File: src/rtl/pipeline_scheduler.sv
// Stall/flush sequencer for the 5-stage pipeline: merges hazard requests with memory
// wait states, multi-cycle multiply and interrupt entry. Optional PIPE_PERF_CNT_EN adds perf counters.
module pipeline_scheduler #(
   parameter int MUL_LATENCY = 4,
   parameter int MEM_TIMEOUT = 64,
   parameter int CNT_W       = 32
) (
   input  logic             i_clk,
   input  logic             i_rst_n,
   input  logic             i_load_use,
   input  logic             i_branch_taken,
   input  logic             i_jump,
   input  logic             i_EX_mul,
   input  logic             i_MEM_req,
   input  logic             i_mem_ready,
   input  logic             i_irq,
   output logic             o_pc_keep,
   output logic             o_IF_ID_keep,
   output logic             o_ID_EX_keep,
   output logic             o_EX_MEM_keep,
   output logic             o_IF_ID_flush,
   output logic             o_ID_EX_flush,
   output logic             o_EX_MEM_flush,
   output logic             o_MEM_WB_flush,
   output logic             o_irq_ack,
   output logic             o_mem_timeout,
   output logic [1:0]       o_state,
   output logic [CNT_W-1:0] o_stall_cnt,
   output logic [CNT_W-1:0] o_flush_cnt
);

   typedef enum logic [1:0] {
      RUN      = 2'd0,
      MEM_WAIT = 2'd1,
      MUL_WAIT = 2'd2
   } state_t;

   typedef struct packed {
      logic pc_keep;
      logic if_id_keep;
      logic id_ex_keep;
      logic ex_mem_keep;
      logic if_id_flush;
      logic id_ex_flush;
      logic ex_mem_flush;
      logic mem_wb_flush;
      logic irq_ack;
   } ctl_t;

   localparam ctl_t CTL_NONE      = '0;
   localparam ctl_t CTL_MEM_STALL = '{pc_keep: 1'b1, if_id_keep: 1'b1, id_ex_keep: 1'b1,
                                      ex_mem_keep: 1'b1, mem_wb_flush: 1'b1, default: 1'b0};
   localparam ctl_t CTL_MUL_STALL = '{pc_keep: 1'b1, if_id_keep: 1'b1, id_ex_keep: 1'b1,
                                      ex_mem_flush: 1'b1, default: 1'b0};
   localparam ctl_t CTL_BRANCH    = '{if_id_flush: 1'b1, id_ex_flush: 1'b1, default: 1'b0};
   localparam ctl_t CTL_LOAD_USE  = '{pc_keep: 1'b1, if_id_keep: 1'b1, id_ex_flush: 1'b1,
                                      default: 1'b0};
   localparam ctl_t CTL_JUMP      = '{if_id_flush: 1'b1, default: 1'b0};
   localparam ctl_t CTL_IRQ       = '{irq_ack: 1'b1, if_id_flush: 1'b1, id_ex_flush: 1'b1,
                                      default: 1'b0};

   localparam logic [3:0] MUL_RELOAD = 4'(MUL_LATENCY - 1);
   localparam logic [7:0] MEM_LIMIT  = 8'(MEM_TIMEOUT);

   state_t     state, state_d;
   logic [3:0] mul_cnt, mul_cnt_d;
   logic [7:0] mem_cnt, mem_cnt_d;
   logic       irq_armed, irq_armed_d;
   logic       timeout, timeout_d;
   ctl_t       ctl;
   logic       do_eval, allow_mem, allow_mul;

   // NOTE: every signal written here gets a default first, so no path can infer a latch.
   always_comb begin
      ctl         = CTL_NONE;
      state_d     = state;
      mul_cnt_d   = mul_cnt;
      mem_cnt_d   = mem_cnt;
      irq_armed_d = irq_armed | ~i_irq;
      timeout_d   = timeout;
      do_eval     = 1'b0;
      allow_mem   = 1'b0;
      allow_mul   = 1'b0;

      case (state)
         RUN: begin
            do_eval   = 1'b1;
            allow_mem = 1'b1;
            allow_mul = 1'b1;
         end
         MEM_WAIT: begin
            mem_cnt_d = (mem_cnt == 8'hFF) ? mem_cnt : mem_cnt + 8'd1;
            if (i_mem_ready || mem_cnt == MEM_LIMIT) begin
               // Release cycle; on timeout the access is dropped and the flag latches.
               do_eval   = 1'b1;
               allow_mul = 1'b1;
               state_d   = RUN;
               if (!i_mem_ready) timeout_d = 1'b1;
            end else begin
               ctl = CTL_MEM_STALL;
            end
         end
         MUL_WAIT: begin
            if (mul_cnt != 4'd0) begin
               ctl       = CTL_MUL_STALL;
               mul_cnt_d = mul_cnt - 4'd1;
            end else begin
               do_eval = 1'b1;
               state_d = RUN;
            end
         end
         default: state_d = RUN;
      endcase

      if (do_eval) begin
         if (allow_mem && i_MEM_req && !i_mem_ready) begin
            ctl       = CTL_MEM_STALL;
            state_d   = MEM_WAIT;
            mem_cnt_d = 8'd1;
         end else if (allow_mul && i_EX_mul) begin
            ctl       = CTL_MUL_STALL;
            mul_cnt_d = MUL_RELOAD;
            state_d   = MUL_WAIT;
         end else if (i_branch_taken) begin
            ctl = CTL_BRANCH;
         end else if (i_load_use) begin
            ctl = CTL_LOAD_USE;
         end else if (i_jump) begin
            ctl = CTL_JUMP;
         end else if (i_irq && irq_armed) begin
            ctl         = CTL_IRQ;
            irq_armed_d = 1'b0;
         end
      end
   end

   // NOTE: state registers use non-blocking assignments so all of them update from the same pre-edge values.
   always_ff @(posedge i_clk or negedge i_rst_n) begin
      if (!i_rst_n) begin
         state     <= RUN;
         mul_cnt   <= '0;
         mem_cnt   <= '0;
         irq_armed <= 1'b1;
         timeout   <= 1'b0;
      end else begin
         state     <= state_d;
         mul_cnt   <= mul_cnt_d;
         mem_cnt   <= mem_cnt_d;
         irq_armed <= irq_armed_d;
         timeout   <= timeout_d;
      end
   end

   // Controls are Mealy, so they are gated by reset to stay quiet while it is held.
   assign o_pc_keep      = i_rst_n & ctl.pc_keep;
   assign o_IF_ID_keep   = i_rst_n & ctl.if_id_keep;
   assign o_ID_EX_keep   = i_rst_n & ctl.id_ex_keep;
   assign o_EX_MEM_keep  = i_rst_n & ctl.ex_mem_keep;
   assign o_IF_ID_flush  = i_rst_n & ctl.if_id_flush;
   assign o_ID_EX_flush  = i_rst_n & ctl.id_ex_flush;
   assign o_EX_MEM_flush = i_rst_n & ctl.ex_mem_flush;
   assign o_MEM_WB_flush = i_rst_n & ctl.mem_wb_flush;
   assign o_irq_ack      = i_rst_n & ctl.irq_ack;
   assign o_mem_timeout  = timeout;
   assign o_state        = state;

`ifdef PIPE_PERF_CNT_EN
   logic [CNT_W-1:0] stall_cnt, flush_cnt;

   always_ff @(posedge i_clk or negedge i_rst_n) begin
      if (!i_rst_n) begin
         stall_cnt <= '0;
         flush_cnt <= '0;
      end else begin
         if (o_pc_keep && stall_cnt != '1) stall_cnt <= stall_cnt + CNT_W'(1);
         if (o_IF_ID_flush && flush_cnt != '1) flush_cnt <= flush_cnt + CNT_W'(1);
      end
   end

   assign o_stall_cnt = stall_cnt;
   assign o_flush_cnt = flush_cnt;
`else
   assign o_stall_cnt = '0;
   assign o_flush_cnt = '0;
`endif

endmodule

File: config.mk
export PLATFORM = sky130hd
export DESIGN_NAME = pipeline_scheduler
export DESIGN_NICKNAME = d
export VERILOG_FILES = /design/src/rtl/pipeline_scheduler.sv
export SDC_FILE = /design/constraint.sdc
export NUM_CORES = 1
export LEC_CHECK = 0
export CAP_MARGIN = 20
export CELL_PAD_IN_SITES_DETAIL_PLACEMENT = 1
export CELL_PAD_IN_SITES_GLOBAL_PLACEMENT = 1
export CORE_UTILIZATION = 48
export CTS_CLUSTER_SIZE = 30
export DETAILED_ROUTE_END_ITERATION = 6
export DONT_BUFFER_PORTS = 1
export GPL_TIMING_DRIVEN = 0
export PLACE_DENSITY = 0.89
export SLEW_MARGIN = 20
export SYNTH_ARGS = -nofsm -noshare
export SYNTH_HDL_FRONTEND = slang
export SYNTH_SLANG_ARGS = --single-unit
File: constraint.sdc
create_clock -name i_clk -period 6.31 [get_ports i_clk]
set_clock_uncertainty 0.15 [all_clocks]
set_input_delay 1.5775 -clock i_clk [delete_from_list [all_inputs] [get_ports i_clk]]
set_output_delay 1.5775 -clock i_clk [all_outputs]
set_load 0.05 [all_outputs]
=== Word-level counts from Yosys, hierarchy flattened ===
Index checks and enable logic that the tools add are counted.

* Bits of input ports: 9
* Bits in latches: 0
* Memories kept: 0
* Output and inout bits: 76
* Bits in writable memories: 0
* Logic and storage cells: 69
* Memory bits (read-only): 0
* Register bits after elaboration: 16

* Mux-type cells: 37
* Shift-type cells: 0
* Div/mod/pow operators: 0
* Order comparisons: 0
* Add/subtract/negate cells: 2
* Reductions and logical operators: 9
* Equality and inequality tests: 4
* Bitwise gates (word level): 12
* Multipliers: 0

{| class="wikitable"
|+ Operator list
! cell !! count
|-
| two-way mux 9 bit || 9
|-
| two-way mux 8 bit || 4
|-
| two-way mux 4 bit || 5
|-
| one-hot mux 9 bit (2 select lines) || 1
|-
| two-way mux 1 bit || 10
|-
| two-way mux 2 bit || 5
|-
| AND 1 bit || 9
|-
| adder 8 x 1 -> 8 bit (second input constant) || 1
|-
| equality test 8 x 7 -> 1 bit (second input constant) || 1
|-
| equality test 8 bit (second input constant) || 1
|-
| one-hot mux 2 bit (3 select lines) || 1
|-
| logical AND 1 bit || 4
|-
| nonzero test 4 bit || 1
|-
| subtractor 4 x 1 -> 4 bit (second input constant) || 1
|-
| one-hot mux 1 bit (3 select lines) || 1
|-
| AND reduction 3 bit || 1
|-
| equality test 2 x 1 -> 1 bit (second input constant) || 1
|-
| equality test 2 bit (second input constant) || 1
|-
| zero test 2 bit || 1
|-
| NOT 1 bit || 2
|-
| one-hot mux 1 bit (2 select lines) || 1
|-
| zero test 1 bit || 1
|-
| logical OR 1 bit || 1
|-
| bitwise OR 1 bit || 1
|}

=== Logic depth before layout (Yosys ltp) ===
Gate-level depths: netlist of the first run.

* Depth after elaboration: 12
* Gate-level depth with buffers: 8
* Depth with buffers taken out: 7

=== Worst setup path after synthesis of the first run ===
Ideal clock, no wire load.

* Path kind: input -> output
* Start point: input i_branch_taken
* End point: output o_MEM_WB_flush
* Buffers on the path: 1
* Data arrival time: 3.445 ns
* Slack: 1.137 ns
* Stages on the path: 5
* Required time: 4.582 ns
* Cell sequence: or3_1 > a21oi_1 > a21oi_1 > o22ai_1 > buf_4

* Longest elaborated chain between the ends: 5

{| class="wikitable"
|+ RTL lines
! item !! line !! source
|-
| start, declared || 11 || <nowiki>input logic i_branch_taken,</nowiki>
|-
| two-way mux 9 bit || 124 || <nowiki>end else if (i_branch_taken) begin</nowiki>
|-
| two-way mux 9 bit || 120 || <nowiki>end else if (allow_mul && i_EX_mul) begin</nowiki>
|-
| two-way mux 9 bit || 116 || <nowiki>if (allow_mem && i_MEM_req && !i_mem_ready) begin</nowiki>
|-
| two-way mux 9 bit || 115 || <nowiki>if (do_eval) begin</nowiki>
|-
| AND 1 bit || 162 || <nowiki>assign o_MEM_WB_flush = i_rst_n & ctl.mem_wb_flush;</nowiki>
|-
| end, declared || 24 || <nowiki>output logic o_MEM_WB_flush,</nowiki>
|}

No other way between the ends.

=== Worst setup path in the final report of the first run ===
* Start point: register state[0] (netlist: o_state[0])
* End point: output o_pc_keep

* Longest elaborated chain between the ends: 10
* Elaborated cells on any way between the ends: 18
* Those cells by class: eq/ne: 2; mux: 11; bitwise: 1; reduce/logical: 4

{| class="wikitable"
|+ RTL lines
! item !! line !! source
|-
| start, declared || 65 || <nowiki>state_t state, state_d;</nowiki>
|-
| start signal, assigned || 146 || <nowiki>state <= state_d;</nowiki>
|-
| equality test 2 bit / equality test 2 x 1 -> 1 bit (equally long branches) || 85 || <nowiki>case (state)</nowiki>
|-
| one-hot mux 9 bit (2 select lines) || 85 ||
|-
| two-way mux 9 bit || 130 || <nowiki>end else if (i_irq && irq_armed) begin</nowiki>
|-
| two-way mux 9 bit || 128 || <nowiki>end else if (i_jump) begin</nowiki>
|-
| two-way mux 9 bit || 126 || <nowiki>end else if (i_load_use) begin</nowiki>
|-
| two-way mux 9 bit || 124 ||
|-
| two-way mux 9 bit || 120 ||
|-
| two-way mux 9 bit || 116 ||
|-
| two-way mux 9 bit * || 115 ||
|-
| AND 1 bit * || 155 || <nowiki>assign o_pc_keep = i_rst_n & ctl.pc_keep;</nowiki>
|-
| end, declared || 17 || <nowiki>output logic o_pc_keep,</nowiki>
|}

Mark *: on every way between the ends. The rest lies on a longest branch, timed or not.

==> results of run 1 <==
-- cells by family after synthesis --
group           count (synthesis)
buf+inv                        78
xor+xnor                        6
fa+ha+maj                       7
compound gates                 32
flops                          16
mux                             2
other cells                     1
simple gates                   56
-- worst min-delay path, delay by kind of cell (launching register included) --
family	cells	cell delay [ns]
AO/OA/AOI/OAI	1	0.06
AND/OR/NAND/NOR	1	0.06
flip-flops	1	0.40
-- per-layer routing --
metal / GRT usage / wire, um / vias up
li1: - / - / 678
met1: 0.259 / 1630 / 688
met2: 0.440 / 2240 / 56
met3: 0.0469 / 224 / 6
met4: 0.0877 / 77 / 0
met5: 0 / 0 / -
-- cells in the final DEF (no fill, tap or decap), types with 4 or more instances in the layout --
cell,instances
sky130_fd_sc_hd__nand2_1,13
sky130_fd_sc_hd__nor3_1,5
sky130_fd_sc_hd__dfrtp_1,15
sky130_fd_sc_hd__buf_4,66
sky130_fd_sc_hd__o21ai_0,6
sky130_fd_sc_hd__nor2_1,17
sky130_fd_sc_hd__inv_1,11
sky130_fd_sc_hd__conb_1,64
sky130_fd_sc_hd__xor2_1,4
sky130_fd_sc_hd__ha_1,7
sky130_fd_sc_hd__a21oi_1,9
-- through the flow --
stage | hold slack [ns] | area [um2] | std cells
2_1_floorplan | 0.315 | 1890 | 261
3_3_place_gp | 0.332 | 1950 | 305
3_5_place_dp | 0.353 | 1950 | 305
4_1_cts | 0.374 | 1990 | 309
5_1_grt | 0.395 | 1990 | 309
6_report | 0.368 | 1990 | 309
-- registers in the layout (all words and copies together) (netlist names) --
signal / cells
irq_armed: 1
mem_cnt: 8
mul_cnt: 4
o_mem_timeout: 1
o_state: 2
-- worst max-delay path by stage --
stage | from | end | slack (ns) | cells past startpoint
after floorplan | i_branch_taken | o_MEM_WB_flush | 1.14 | 5
after global placement | i_branch_taken | o_MEM_WB_flush | 1.00 | 5
after detailed placement | i_branch_taken | o_MEM_WB_flush | 0.99 | 5
after CTS | o_state[0] | o_pc_keep | 0.91 | 7
after global routing | o_state[0] | o_pc_keep | 0.74 | 7
final | o_state[0] | o_pc_keep | 0.91 | 7
-- cell type report --
cell class / instances / area [um2]
Buffer: 67 / 499
Multi-Input combinational cell: 167 / 958
Fill cell: 421 / 1160
Tap cell: 44 / 55.1
Inverter: 11 / 41.3
Clock buffer: 4 / 36.3
Sequential cell: 16 / 402
-- power by group through the flow --
stage	Clock (mW)	Combinational [mW]	Sequential (mW)
global route	0.0776	0.573	0.211
detailed placement	0	0.513	0.207
global placement	0	0.497	0.202
finish	0.0729	0.532	0.205
CTS	0.0735	0.521	0.204
floorplan	0	0.451	0.193
==> results.yml, run 1 <==
cts:
  cts.clk_slew.worst_paths_ns: 0.10
  cts.sink_count: 16
  cts_hold_buf: 0
  insertion_delay_ns: 0.30
  cts_made_buffers: 3
  cts_root_buf: "sky130_fd_sc_hd__clkbuf_4"
  tritoncts: "built"
  clock_tree.htree_level_count: 1
  cts.repair_timing.setup_buffer_count: 0
  cts.path.max_buffers: 2
  ctsResizeCount: 0
placement:
  place.detailed.hpwl_um: 3210
  globalplace.congestion: 0.783
  placement.io_buffers: 0
  dpl_worst_slack_ns: 0.992
sta:
  period_minus_slack_ns: 5.40
  worst_slew_margin_rel: 0.259
  slew_viol_final: 0
  final_hold_viol_count: 0
  fmax_mhz: 185
  totalNegativeSetupSlack_ns: 0
  min_period_over_period: 0.856
  grt_setup_unrepaired: "false"
  timing_worst_slew_pin_value_ns: 1.11
  setup-violations-final: 0
  timing.final.ws_setup_ns: 0.908
setup_path:
  worstPathCellList: "inv_1, ha_1, and4bb_2, o41ai_2, o31ai_1, a21oi_1, buf_4"
  reg2reg_slack_ns: 3.63
  timing.critical_path.fanout_max: 5
  max_stage_delay_ns: 0.87
  worst_ep_arrival_time_ns: 3.67
  number_of_buffers_and_inverters_on_the_critical_path: 2
  critical_path.slowest_cell: "sky130_fd_sc_hd__a21oi_1"
  worstSetupPathType: "reg2out"
  critical_path.reg2reg.startpoint: "o_state[0]"
  worst_setup_path_start_kind: "flop"
  timing.critical_path.max_delay_family: "compound AO/OA/AOI/OAI gates"
  r2r.worst_path.cells: 7
  rr_endpoint: "mul_cnt[1]"
  worst_ep_required_time_ns: 4.58
  crit_path_end_kind: "output port"
final_layout:
  nNetsFinal: 282
  area_delta_synth_final_pct: 20.2
  drive_above_1_share: 0.325
  insertedDiodeCount: 0
  layout.core_utilization: 0.632
pwr:
  power.ir.vdd_worst_mv: 0.145
  report.power.total_uw: 810
  p_int_uw: 338
  power_switching_share: 0.583
  p_leak_nw: 1.09
  share_of_power_burned_in_the_clock_network: 0.090
  power-per-cell-area_mw_per_mm2: 407
  switching_power_uw: 472
  power_frac_comb: 0.657
  seq_power_share: 0.253
global_route:
  grt.total_usage: 0.235
  initial_antenna_violation_count: 0
  first_pass_grt_wire_length_um: 6310
  via_count_of_the_first_global_routing_pass: 1403
  globalRoute.totalOverflow: 0
  grt_max_degree: 20
die:
  ioPinCount: 85
  core_footprint_mm2: 0.00315
  floorplan.die.height_um: 60.8
  floorplan.initialDensity: 0.526
  die_area_mm2: 0.00369
  rows: 20
  die_w_um: 60.8
synthesis:
  avgSynthCellArea_um2: 8.37
  synth-async-reset-ratio: 1.00
  synthMostInstantiatedCell: "sky130_fd_sc_hd__buf_4"
  synthCells: 198
  synth_top_family_by_area: "buffers and inverters"
  muxShareOfSynthArea: 0.0121
  synth-warning-count: 0
  netlist_top_cells_area: "sky130_fd_sc_hd__buf_4 (30%), sky130_fd_sc_hd__dfrtp_1 (23%), sky130_fd_sc_hd__ha_1 (5.3%)"
  synth-edff-count: 0
  synth_xor_xnor_area_share: 0.0317
  share_of_the_synthesized_area_in_compound_gates_ao_oa_aoi_oai: 0.144
  seq_area_frac_synth: 0.242
  synth_top_cells_by_count: "sky130_fd_sc_hd__buf_4 (66), sky130_fd_sc_hd__nor2_1 (17), sky130_fd_sc_hd__dfrtp_1 (15)"
  synth.ff_latch_count: 16
  post_synth_fa_ha_maj_area_fraction: 0.0528
  syn-cell-area_mm2: 0.00166
  synth_simple_gate_area_frac: 0.189
  postSynth.topFlopCell: "sky130_fd_sc_hd__dfrtp_1"
  synth_largest_type_area_fraction: 0.299
  yosysTopAreaCell: "sky130_fd_sc_hd__buf_4"
  netlist-cell-type-count: 44
min_path:
  timing.hold.worst.start: "irq_armed"
  whs_endpoint: "irq_armed"
  worst_hold_path_type: "reg2reg"
  hold-path-cell-count: 2
drt:
  wl_cell_um: 13.5
  drc: 0
  route.detailed.vias_per_inst: 4.62
  ant_nets: 0
  dr_total_vias: 1428
  drt-pass1-iter-count: 4
  final_wirelength_um: 4180
  detail_route.iter0.violations: 54
run:
  max-cap-violations: 0
status:
  run_status: "finished clean"
Power figures use the tool's default switching activity.
==> run 2, diff against run 1 <==
--- a/config.mk
+++ b/config.mk
@@ -13,8 +13,8 @@
 export DETAILED_ROUTE_END_ITERATION = 6
 export DONT_BUFFER_PORTS = 1
 export GPL_TIMING_DRIVEN = 0
-export PLACE_DENSITY = 0.89
-export SLEW_MARGIN = 20
+export PLACE_DENSITY = 0.93
+export SLEW_MARGIN = 10
 export SYNTH_ARGS = -nofsm -noshare
 export SYNTH_HDL_FRONTEND = slang
 export SYNTH_SLANG_ARGS = --single-unit
==> run 2 against run 1 <==
Compared with the run above:
- total power fell by 1.0%
- register-to-register slack improved by 0.04 ns
- sequential power barely moved
- first-iteration DRC count fell by 50%
- final area fell by 0.31%
- critical path depth did not move
- via count fell by 2.8%
- die area did not move
- routed wire length fell by 6.9%
- clock power rose by 1%
- worst setup slack got worse by 0.029 ns
- critical endpoint unchanged
- largest cell class unchanged
- highest routed layer unchanged
==> results.yml, run 2 (same netlist as run 1, synthesis figures left out) <==
setup_path:
  timing.critical_path.max_delay_family: "compound AO/OA/AOI/OAI gates"
  worstSetupPathDepth: 7
  crit_path_end_kind: "output port"
  worstPathCellList: "inv_1, ha_1, and4bb_2, o41ai_2, o31ai_1, a21oi_1, buf_4"
  max_stage_delay_ns: 0.90
  critical_path.reg2reg.startpoint: "o_state[0]"
  rr_endpoint: "mul_cnt[0]"
  critical_path.slowest_cell: "sky130_fd_sc_hd__a21oi_1"
  reg2reg_slack_ns: 3.67
  number_of_buffers_and_inverters_on_the_critical_path: 2
  worst_setup_path_start_kind: "flop"
  timing.critical_path.from: "o_state[0]"
  worst_setup_path_endpoint: "o_pc_keep"
  worst_ep_required_time_ns: 4.58
  worst_ep_arrival_time_ns: 3.70
  timing.critical_path.fanout_max: 5
  worstSetupPathType: "reg2out"
  r2r.worst_path.cells: 7
die:
  die_area_mm2: 0.00369
  floorplan.initialDensity: 0.526
  rows: 20
  floorplan.die.height_um: 60.8
  core_footprint_mm2: 0.00315
  ioPinCount: 85
  die_w_um: 60.8
pwr:
  power-per-cell-area_mw_per_mm2: 404
  power.ir.vdd_worst_mv: 0.164
  p_leak_nw: 1.09
sta:
  totalNegativeSetupSlack_ns: 0
  slew_viol_final: 0
  worst_slew_margin_rel: 0.232
  min_period_over_period: 0.861
  setup-violations-final: 0
  grt_setup_unrepaired: "false"
  period_minus_slack_ns: 5.43
  timing_worst_slew_pin_value_ns: 1.15
  fmax_mhz: 184
  final_hold_viol_count: 0
drt:
  route.detailed.vias_per_inst: 4.49
  detail_route.iter0.violations: 27
  dr_total_vias: 1388
  drt-pass1-iter-count: 4
  ant_nets: 0
  drc: 0
  final_wirelength_um: 3890
  wl_cell_um: 12.6
cts:
  cts.clk_slew.worst_paths_ns: 0.10
  clock_tree.htree_level_count: 1
  cts.sink_count: 16
  insertion_delay_ns: 0.30
  cts.repair_timing.setup_buffer_count: 0
  cts_hold_buf: 0
  ctsResizeCount: 0
  cts.path.max_buffers: 2
  tritoncts: "built"
  cts_root_buf: "sky130_fd_sc_hd__clkbuf_4"
  cts_made_buffers: 3
final_layout:
  nFillCells: 421
  area_delta_synth_final_pct: 19.8
  postLayoutCellArea_mm2: 0.00199
  nNetsFinal: 282
  largest_register_ff_count: 8
  seqCellArea_um2: 402
  multiInputGateArea_um2: 952
  layout_common_cells: "sky130_fd_sc_hd__buf_4 (66), sky130_fd_sc_hd__conb_1 (64), sky130_fd_sc_hd__nor2_1 (17)"
  max_flop_register: "mem_cnt"
  drive_above_1_share: 0.321
  insertedDiodeCount: 0
  layout_commonest_cell: "sky130_fd_sc_hd__buf_4"
placement:
  globalplace.congestion: 0.765
  place.detailed.hpwl_um: 3120
  placement.io_buffers: 0
  placed_cell_area_mm2: 0.00195
min_path:
  worst_hold_path_type: "reg2reg"
  hold-path-cell-count: 2
  timing.hold.worst.start: "irq_armed"
global_route:
  grt.total_usage: 0.216
  globalRoute.totalOverflow: 0
  initial_antenna_violation_count: 0
  grt_max_degree: 20
  via_count_of_the_first_global_routing_pass: 1373
  first_pass_grt_wire_length_um: 5870
status:
  run_status: "finished clean"
run:
  max-cap-violations: 0
==> run 2: cell count changes in the layout (fill, tap and decap cells not counted) <==
| cell | change |
|---|---|
| sky130_fd_sc_hd__o22ai_1 | +1 |
| sky130_fd_sc_hd__o22ai_2 | -1 |
==> run 2: cell type report <==
cell class	instances	share of cell area
buffer	67	0.251
clock buffer	4	0.0183
inverter	11	0.0208
multi-input combinational	167	0.480
sequential	16	0.202
tap	44	0.0277
==> run 2: where the power goes <==
part	total, mW	leakage (nW)	switching [mW]	internal (mW)
clock	0.0739	0.0210	0.0386	0.0353
sequential	0.204	0.199	0.0651	0.139
combinational	0.524	0.865	0.361	0.163
==> run 2: worst register-to-register path: cells and delay by family (launching register included) <==
family	cells	cell delay (ns)
compound gates	2	0.50
fa+ha+maj	1	0.29
buf+inv	2	0.41
flops	1	0.70
simple gates	2	0.51
==> run 2: per-stage QoR <==
stage                     hold slack (ns)  setup WS, ns  power [mW]  cells  utilization
after global routing                0.399         0.734       0.850    309        0.630
after global placement              0.331         0.988       0.698    305        0.618
after CTS                           0.376         0.843       0.801    309        0.630
final                               0.368         0.878       0.801    309        0.630
after detailed placement            0.358         0.995       0.719    305        0.618
after floorplan                     0.315          1.14       0.644    261            -
==> run 2: worst min-delay path by stage <==
stage           endpoint
5_1_grt        irq_armed
6_report       irq_armed
4_1_cts        irq_armed
2_1_floorplan  irq_armed
3_5_place_dp   irq_armed
3_3_place_gp   irq_armed
==> run 2: per-layer routing <==
metal  up-vias  track usage  part of all wire
met5         -            0                 0
met4         0        0.101             0.020
met3         7       0.0384             0.066
met2        61        0.403              0.51
met1       646        0.234              0.41
li1        674            -                 -
==> run 3, diff against run 2 <==
--- a/config.mk
+++ b/config.mk
@@ -5,10 +5,11 @@
 export SDC_FILE = /design/constraint.sdc
 export NUM_CORES = 1
 export LEC_CHECK = 0
+export ABC_AREA = 1
 export CAP_MARGIN = 20
 export CELL_PAD_IN_SITES_DETAIL_PLACEMENT = 1
 export CELL_PAD_IN_SITES_GLOBAL_PLACEMENT = 1
-export CORE_UTILIZATION = 48
+export CORE_UTILIZATION = 47
 export CTS_CLUSTER_SIZE = 30
 export DETAILED_ROUTE_END_ITERATION = 6
 export DONT_BUFFER_PORTS = 1
==> run 3 against run 2 <==
Compared with the run above:
- hold slack worse by 0.014 ns
- sequential cell count unchanged
- cell count up 14%
- combinational power up 4%
- global-route usage up 2.8 points
- fmax up 3.1%
- die area up 8.5%
- non-clock buffer count up 3
- critical path type is now in2out
- critical endpoint unchanged
==> results.yml, run 3 <==
status:
  run_status: "finished clean"
global_route:
  grt_max_degree: 21
  initial_antenna_violation_count: 0
  grt.total_usage: 0.244
  via_count_of_the_first_global_routing_pass: 1649
  first_pass_grt_wire_length_um: 7560
  globalRoute.totalOverflow: 0
synthesis:
  synth-async-reset-ratio: 1.00
  synth-warning-count: 0
  synth_top_cells_by_count: "sky130_fd_sc_hd__buf_4 (66), sky130_fd_sc_hd__nand2_1 (31), sky130_fd_sc_hd__inv_1 (26)"
  synth-edff-count: 0
  netlist_top_cells_area: "sky130_fd_sc_hd__buf_4 (28%), sky130_fd_sc_hd__dfrtp_1 (21%), sky130_fd_sc_hd__nand2_1 (6.6%)"
  netlist-cell-type-count: 31
  synthCells: 237
  postSynth.topFlopCell: "sky130_fd_sc_hd__dfrtp_1"
  yosysTopAreaCell: "sky130_fd_sc_hd__buf_4"
  synthMostInstantiatedCell: "sky130_fd_sc_hd__buf_4"
  seq_area_frac_synth: 0.227
  synth.ff_latch_count: 16
  syn-cell-area_mm2: 0.00177
  avgSynthCellArea_um2: 7.45
  synth_largest_type_area_fraction: 0.280
final_layout:
  multiInputGateArea_um2: 966
  area_delta_synth_final_pct: 22.1
  max_flop_register: "mem_cnt"
  layout_common_cells: "sky130_fd_sc_hd__buf_4 (69), sky130_fd_sc_hd__conb_1 (64), sky130_fd_sc_hd__nand2_1 (31)"
  layout_commonest_cell: "sky130_fd_sc_hd__buf_4"
  largest_register_ff_count: 8
  nFillCells: 488
  nNetsFinal: 324
  seqCellArea_um2: 402
  insertedDiodeCount: 0
  drive_above_1_share: 0.358
pwr:
  p_int_uw: 345
  switching_power_uw: 500
  power.ir.vdd_worst_mv: 0.197
  power_switching_share: 0.592
  power_frac_comb: 0.644
  share_of_power_burned_in_the_clock_network: 0.114
  power-per-cell-area_mw_per_mm2: 392
  seq_power_share: 0.242
  p_leak_nw: 1.29
drt:
  final_wirelength_um: 4740
  ant_nets: 0
  detail_route.iter0.violations: 47
  wl_cell_um: 13.4
  drc: 0
  route.detailed.vias_per_inst: 4.50
  drt-pass1-iter-count: 4
  dr_total_vias: 1590
sta:
  grt_setup_unrepaired: "false"
  setup-violations-final: 0
  timing.final.ws_setup_ns: 1.04
  slew_viol_final: 0
  totalNegativeSetupSlack_ns: 0
  final_hold_viol_count: 0
  period_minus_slack_ns: 5.27
  timing_worst_slew_pin_value_ns: 0.977
  min_period_over_period: 0.835
  worst_slew_margin_rel: 0.346
  fmax_mhz: 190
die:
  floorplan.initialDensity: 0.509
  floorplan.die.height_um: 63.3
  core_footprint_mm2: 0.00347
  rows: 21
  ioPinCount: 85
  die_w_um: 63.3
  die_area_mm2: 0.00401
cts:
  cts_root_buf: "sky130_fd_sc_hd__clkbuf_8"
  clock_tree.htree_level_count: 1
  cts_hold_buf: 0
  ctsResizeCount: 0
  cts.path.max_buffers: 2
  cts.sink_count: 16
  insertion_delay_ns: 0.26
  tritoncts: "built"
  cts_made_buffers: 3
  cts.repair_timing.setup_buffer_count: 0
  cts.clk_slew.worst_paths_ns: 0.07
setup_path:
  worst_ep_arrival_time_ns: 3.54
  critical_path.slowest_cell: "sky130_fd_sc_hd__nor2_1"
  worstSetupPathType: "in2out"
  timing.critical_path.fanout_max: 5
  reg2reg_slack_ns: 4.09
  max_stage_delay_ns: 0.73
  worst_ep_required_time_ns: 4.58
  worst_setup_path_start_kind: "input pin"
  timing.critical_path.max_delay_family: "simple AND/OR/NAND/NOR gates"
  worstPathCellList: "inv_1, nand3_1, inv_1, nor2_2, nand2_1, nor2_1, nor2_1, buf_4"
  crit_path_end_kind: "output port"
  number_of_buffers_and_inverters_on_the_critical_path: 3
placement:
  place.detailed.hpwl_um: 3810
  globalplace.congestion: 0.779
  dpl_worst_slack_ns: 1.09
  placement.io_buffers: 0
run:
  max-cap-violations: 0
min_path:
  worst_hold_path_type: "reg2reg"
[run 3: cells by family (layout without fill, tap and decap cells)]
kind of cell,after synthesis,count (layout),synth area share
compound gates,17,17,0.0651
flops,16,16,0.227
buf+inv,101,108,0.370
other cells,1,64,0.00212
fa+ha+maj,7,7,0.0496
simple gates,90,90,0.261
xor+xnor,5,5,0.0248
[run 3: worst register-to-register path: cells and delay by family, from the launching register on]
family	cells	cell delay [ns]
DFF	1	0.75
and+or+nand+nor	5	0.62
buffers and inverters	2	0.37
adders and majority gates	1	0.28
[run 3: routing by layer]
metal  part of all wire  track usage  wire [um]
met5                  0            0          0
met4              0.027        0.108        128
met3              0.073       0.0453        346
met1               0.39        0.272       1870
met2               0.51        0.444       2400
[run 3: final timing paths]
path	startpoint	endpoint	cells after the start
worst min-delay path	irq_armed	irq_armed	2
max in group asynchronous	i_rst_n	irq_armed	0
min in group asynchronous	i_rst_n	o_state[1]	0
worst min register to register	irq_armed	irq_armed	2
worst max-delay path	i_mem_ready	o_pc_keep	8
worst max register to register	o_state[0]	irq_armed	8
[run 3: area by class of cell]
cell class                 instances  area share
timing repair buffer               3      0.0104
sequential                        16       0.186
inverter                          34      0.0673
tap                               46      0.0267
buffer                            67       0.236
multi-input combinational        183       0.448
clock buffer                       4      0.0255
[run 3: power by group through the flow]
| stage | Clock, mW | Sequential, mW | Combinational (mW) |
|---|---|---|---|
| floorplan | 0 | 0.189 | 0.452 |
| global placement | 0 | 0.198 | 0.491 |
| detailed placement | 0 | 0.202 | 0.533 |
| CTS | 0.0961 | 0.203 | 0.540 |
| finish | 0.0961 | 0.205 | 0.544 |
| global route | 0.102 | 0.208 | 0.578 |
[run 3: through the flow]
| stage | util | hold WS (ns) | power [mW] | instance area, um2 | cells |
|---|---|---|---|---|---|
| 6_report | 0.622 | 0.354 | 0.845 | 2160 | 353 |
| 5_1_grt | 0.622 | 0.382 | 0.888 | 2160 | 353 |
| 4_1_cts | 0.622 | 0.351 | 0.839 | 2160 | 353 |
| 3_5_place_dp | 0.606 | 0.344 | 0.736 | 2100 | 349 |
| 3_3_place_gp | 0.594 | 0.311 | 0.689 | 2060 | 346 |
| 2_1_floorplan | - | 0.299 | 0.641 | 2000 | 300 |
